File: src/rtl/coin_collector.sv
`default_nettype none
// +---------------------------------------------------------------------------+
// | coin_collector : coin acceptor and credit accumulator for the vending FSM |
// | Rev 1.0                                                                   |
// +---------------------------------------------------------------------------+
module coin_collector #(
  parameter int PRICE   = 10,
  parameter int TIMEOUT = 20
) (
  input  logic       clk,
  input  logic       rst,
  input  logic       coin_valid,
  input  logic [3:0] coin_value,
  input  logic       cancel,
  input  logic       consume,
  output logic [3:0] coin_in,
  output logic       ready,
  output logic [4:0] credit,
  output logic       reject,
  output logic       change_valid,
  output logic [4:0] change_out
);

  localparam logic [4:0] C_PRICE      = 5'(PRICE);
  localparam logic [3:0] C_COIN_PRICE = 4'(PRICE);
  localparam logic [7:0] C_TMO_LAST   = 8'(TIMEOUT - 1);

  typedef enum logic [1:0] {
    S_IDLE    = 2'd0,
    S_COLLECT = 2'd1,
    S_READY   = 2'd2,
    S_REFUND  = 2'd3
  } state_t;

  state_t     r_state, w_state_nxt;
  logic [4:0] r_credit, w_credit_nxt;
  logic [7:0] r_idle_cnt, w_idle_cnt_nxt;
  logic       r_reject, w_reject_nxt;
  logic       r_chg_valid, w_chg_valid_nxt;
  logic [4:0] r_chg_out, w_chg_out_nxt;
  logic       r_ready;
  logic [3:0] r_coin_in;

  logic       w_legal;
  logic [4:0] w_sum;
  logic [4:0] w_over;

  assign w_legal = coin_valid &&
                   (coin_value == 4'd1 || coin_value == 4'd2 ||
                    coin_value == 4'd5 || coin_value == 4'd10);
  // credit is always zero in IDLE, so one adder serves both accepting states
  assign w_sum   = r_credit + {1'b0, coin_value};
  assign w_over  = w_sum - C_PRICE;

  always_comb begin
    w_state_nxt     = r_state;
    w_credit_nxt    = r_credit;
    w_idle_cnt_nxt  = r_idle_cnt;
    w_reject_nxt    = 1'b0;
    w_chg_valid_nxt = 1'b0;
    w_chg_out_nxt   = 5'd0;
    case (r_state)
      S_IDLE, S_COLLECT: begin
        if (r_state == S_COLLECT && cancel) begin
          w_state_nxt     = S_REFUND;
          w_reject_nxt    = coin_valid;
          w_chg_valid_nxt = 1'b1;
          w_chg_out_nxt   = r_credit;
        end else if (w_legal) begin
          w_idle_cnt_nxt = 8'd0;
          if (w_sum >= C_PRICE) begin
            w_state_nxt     = S_READY;
            w_credit_nxt    = C_PRICE;
            w_chg_valid_nxt = (w_over != 5'd0);
            w_chg_out_nxt   = w_over;
          end else begin
            w_state_nxt  = S_COLLECT;
            w_credit_nxt = w_sum;
          end
        end else begin
          w_reject_nxt = coin_valid;
          if (r_state == S_COLLECT) begin
            if (r_idle_cnt == C_TMO_LAST) begin
              w_state_nxt     = S_REFUND;
              w_chg_valid_nxt = 1'b1;
              w_chg_out_nxt   = r_credit;
            end else begin
              w_idle_cnt_nxt = r_idle_cnt + 8'd1;
            end
          end
        end
      end
      S_READY: begin
        w_reject_nxt = coin_valid;
        if (consume) begin
          w_state_nxt  = S_IDLE;
          w_credit_nxt = 5'd0;
        end
      end
      default: begin
        w_reject_nxt   = coin_valid;
        w_state_nxt    = S_IDLE;
        w_credit_nxt   = 5'd0;
        w_idle_cnt_nxt = 8'd0;
      end
    endcase
  end

  always_ff @(posedge clk) begin
    if (rst) begin
      r_state     <= S_IDLE;
      r_credit    <= 5'd0;
      r_idle_cnt  <= 8'd0;
      r_reject    <= 1'b0;
      r_chg_valid <= 1'b0;
      r_chg_out   <= 5'd0;
      r_ready     <= 1'b0;
      r_coin_in   <= 4'd0;
    end else begin
      r_state     <= w_state_nxt;
      r_credit    <= w_credit_nxt;
      r_idle_cnt  <= w_idle_cnt_nxt;
      r_reject    <= w_reject_nxt;
      r_chg_valid <= w_chg_valid_nxt;
      r_chg_out   <= w_chg_out_nxt;
      r_ready     <= (w_state_nxt == S_READY);
      r_coin_in   <= (w_state_nxt == S_READY) ? C_COIN_PRICE : 4'd0;
    end
  end

  assign coin_in      = r_coin_in;
  assign ready        = r_ready;
  assign credit       = r_credit;
  assign reject       = r_reject;
  assign change_valid = r_chg_valid;
  assign change_out   = r_chg_out;

endmodule
`default_nettype wire

File: config.mk
export PLATFORM = sky130hd
export DESIGN_NAME = coin_collector
export DESIGN_NICKNAME = d
export VERILOG_FILES = /design/src/rtl/coin_collector.sv
export SDC_FILE = /design/constraint.sdc
export NUM_CORES = 1
export LEC_CHECK = 0
export CORE_MARGIN = 2
export CORE_UTILIZATION = 51
export DETAILED_ROUTE_END_ITERATION = 10
export PLACE_DENSITY = 0.79
export SETUP_SLACK_MARGIN = 0.15
export SYNTH_ARGS = -nofsm -noshare
export SYNTH_HDL_FRONTEND = slang
export SYNTH_SLANG_ARGS = --single-unit
File: constraint.sdc
create_clock -name clk -period 2.6 [get_ports clk]
set_input_delay 0.52 -clock clk [delete_from_list [all_inputs] [get_ports clk]]
set_output_delay 0.52 -clock clk [all_outputs]
set_load 0.1 [all_outputs]
==> reports/results.tsv <==
metric	value	unit
Post-Route WL	3.49	mm
Leakage	0.734	nW
Power Total	0.000884	W
FMAX	423	MHz
ANT cells	0	
cell taking the most area after synthesis	dfxtp_1	
share of cells above drive strength 1	0.307	
final core occ	0.712	
Mean Syn Cell Area	8.81	sq um
Net count, final	209	
Synth Register Bits	23	
Sink Count	23	
most numerous cell in the Yosys netlist	dfxtp_1	
H-Tree Depth	1	
Worst Hold Class	flip-flop to flip-flop	
1st-pass router iterations	4	
Post-synth top cells	dfxtp_1, nor2_1, nand2_1	
gr usage total	0.252	
largest family of logic cells by synthesized area	simple AND/OR/NAND/NOR gates	
minimum clock period	2.36	ns
hold path startpoint	credit[3]	
Final Cycle Share	0.909	
Worst-Margin Slew	0.536	ns
core area	0.00248	sq mm
Max stage delay cell, worst path	clkdlybuf4s50_1	
clock transition at the registers of the reported paths	0.16	ns
Yosys warnings	0	
CTS tree	done	
clock root cell	clkbuf_4	
placed cell area	0.00168	sq mm
die area	0.00301	sq mm
crit end category	flip-flop	
vias in the first global route	1206	
max-cap violations	0	
drt drc	0	
path depth of the worst reg2reg path	9	
synthesis-to-finish area growth	33.5	%
CP max FO	5	
reg2reg start	credit[0]	
Worst Setup Start Kind	primary input	
I/O Pins	26	
mux share of post-synthesis cell area	0	
Clock Latency Late Sink	0.35	ns
routability congestion estimate	1.00	
pins over their slew limit	0	
ys async rst share	0	
Final WS setup	0.235	ns
drt via density	5.71	
adder-cell area share of the yosys netlist	0.0720	
Horiz. Die Dim	54.9	um
placed cells	216	
sequential standard cell area	470	sq um
Post-Synth XOR/XNOR Area	0.0597	
Crit path arrival time	2.60	ns
Compound-Gate Fraction of Synth Area	0.213	
post-route ant nets	0	
Buffers on Ports	23	
Rows	18	
Main synth FF type	dfxtp_1	
DRT iter0 DRCs	47	
Longest Clk Path Bufs	2	
final instance area	0.00176	sq mm
Die H	54.9	um
initial antenna violation count	0	
hold depth	2	
largest net degree at the start of global routing	15	
EDFF count, synth	0	
Vias	1268	
max_slew headroom	0.641	
R2R Setup Slk	0.31	ns
Final Hold Vio Count	0	
multi-input logic area	860	sq um
Setup Viol. Count Final	0	
r2r endpoint	change_valid	
Cell Pwr Density	501	mW/mm^2
first-pass GRT wire length	5.37	mm
total CTS buffers	3	
DP HPWL	2.51	mm
gr ovfl total	0	
status	finished, final reports clean	
skew final	0.0314	ns
Cell Count, Final, Fillers Out	222	
Worst IR Drop VDD	379	uV
Syn Inst Count	150	
RSZ-0062 raised after global routing	false	
post-synthesis cell type count	46	
Post-Synthesis Cell Area	0.00132	sq mm
wire per inst	15.7	um
Seq/Total Area, Yosys	0.348	
Setup CP Type	primary input to flip-flop	
crit-path max cell delay	0.51	ns
CP cell instances	clkdlybuf4s50_1 > ha_2 > xor2_2 > ha_1 > a21boi_1 > o21a_2 > o21ba_1 > a211oi_1	
initial core utilization	0.533	
post-synthesis simple-gate area fraction	0.247	
top cells by area, synth	dfxtp_1, nor2_1, ha_1	
Synth top area share	0.348	
end of the worst hold path	credit[3]	
worst slack, placed	-0.429	ns
Worst Path Required	2.83	ns
Filler Cells Inserted	184	
CTS Hold Bufs	0	
==> final cells by class <==
class,count,area share
multi-input combinational,116,0.487
sequential,23,0.267
timing repair buffer,43,0.195
tap,30,0.0213
clock buffer,3,0.0128
inverter,6,0.0128
clock inverter,1,0.00426
==> routing by layer <==
layer | part of all wire | up-vias | GRT usage
met4 | 0.019 | 0 | 0.114
met5 | 0 | - | 0
met2 | 0.49 | 41 | 0.417
li1 | - | 620 | -
met3 | 0.055 | 8 | 0.0484
met1 | 0.43 | 599 | 0.318
==> critical path: cells and delay by family <==
family	cells	cell delay [ns]
compound gates	4	0.79
fa+ha+maj	2	0.57
buf+inv	1	0.51
xor+xnor	1	0.20
==> cell usage in the layout, fill, tap and decap left out, drive strengths merged, types with 3 or more instances in the layout <==
cell type      netlist  final
and2                 3      3
clkbuf               1      3
clkdlybuf4s50        0      6
o21ai               10     10
buf                  4     35
nor2                21     21
inv                  6      6
nand4                5      5
nor3b                4      4
o21a                 3      3
nand2               10     10
xor2                 8      8
ha                   6      6
a21oi                9      9
dfxtp               23     23
==> sequential cells by signal, indices dropped and copies added, names as in the netlist <==
name	flops
credit	5
r_state	2
reject	1
coin_in	1
r_idle_cnt	8
change_valid	1
change_out	5
==> kinds of logic (layout without fill, tap and decap cells) <==
kind of cell	count (synthesis)	count (layout)
flip-flops	23	23
AND/OR/NAND/NOR	59	59
AO/OA/AOI/OAI	39	39
XOR/XNOR	9	9
adder cells (fa/ha/maj)	7	7
other	1	2
buffers and inverters	12	53
==> how the worst max path moves through the flow <==
stage / startpoint / endpoint / slack (ns) / cells past startpoint
after floorplan: credit[0] / change_valid / 0.16 / 9
after global placement: coin_value[0] / change_valid / -0.42 / 10
after detailed placement: coin_value[0] / change_valid / -0.43 / 10
after CTS: coin_value[1] / change_valid / 0.16 / 9
after global routing: coin_value[0] / change_valid / 0.16 / 9
final: coin_value[2] / change_valid / 0.24 / 8
==> through the flow <==
stage	setup TNS, ns	hold slack, ns
6_report	0	0.502
5_1_grt	0	0.540
4_1_cts	0	0.498
3_5_place_dp	-4.01	0.476
3_3_place_gp	-3.66	0.481
2_1_floorplan	0	0.469
==> where the power goes <==
group / internal, W / switching (W) / total (W) / leakage, nW
registers: 0.000364 / 0.0000133 / 0.000377 / 0.189
clock network: 0.0000590 / 0.000127 / 0.000186 / 0.0139
logic: 0.000117 / 0.000204 / 0.000321 / 0.531
total: 0.000540 / 0.000344 / 0.000884 / 0.734
==> timing repair <==
| action | 4_1_cts | 5_1_grt |
|---|---|---|
| gates resized for setup | 3 | 7 |
| setup buffers | 2 | 0 |
| pin swaps | 3 | 6 |
| setup endpoints to repair | 12 | 9 |
No activity file was read; power rests on OpenSTA's default activity.
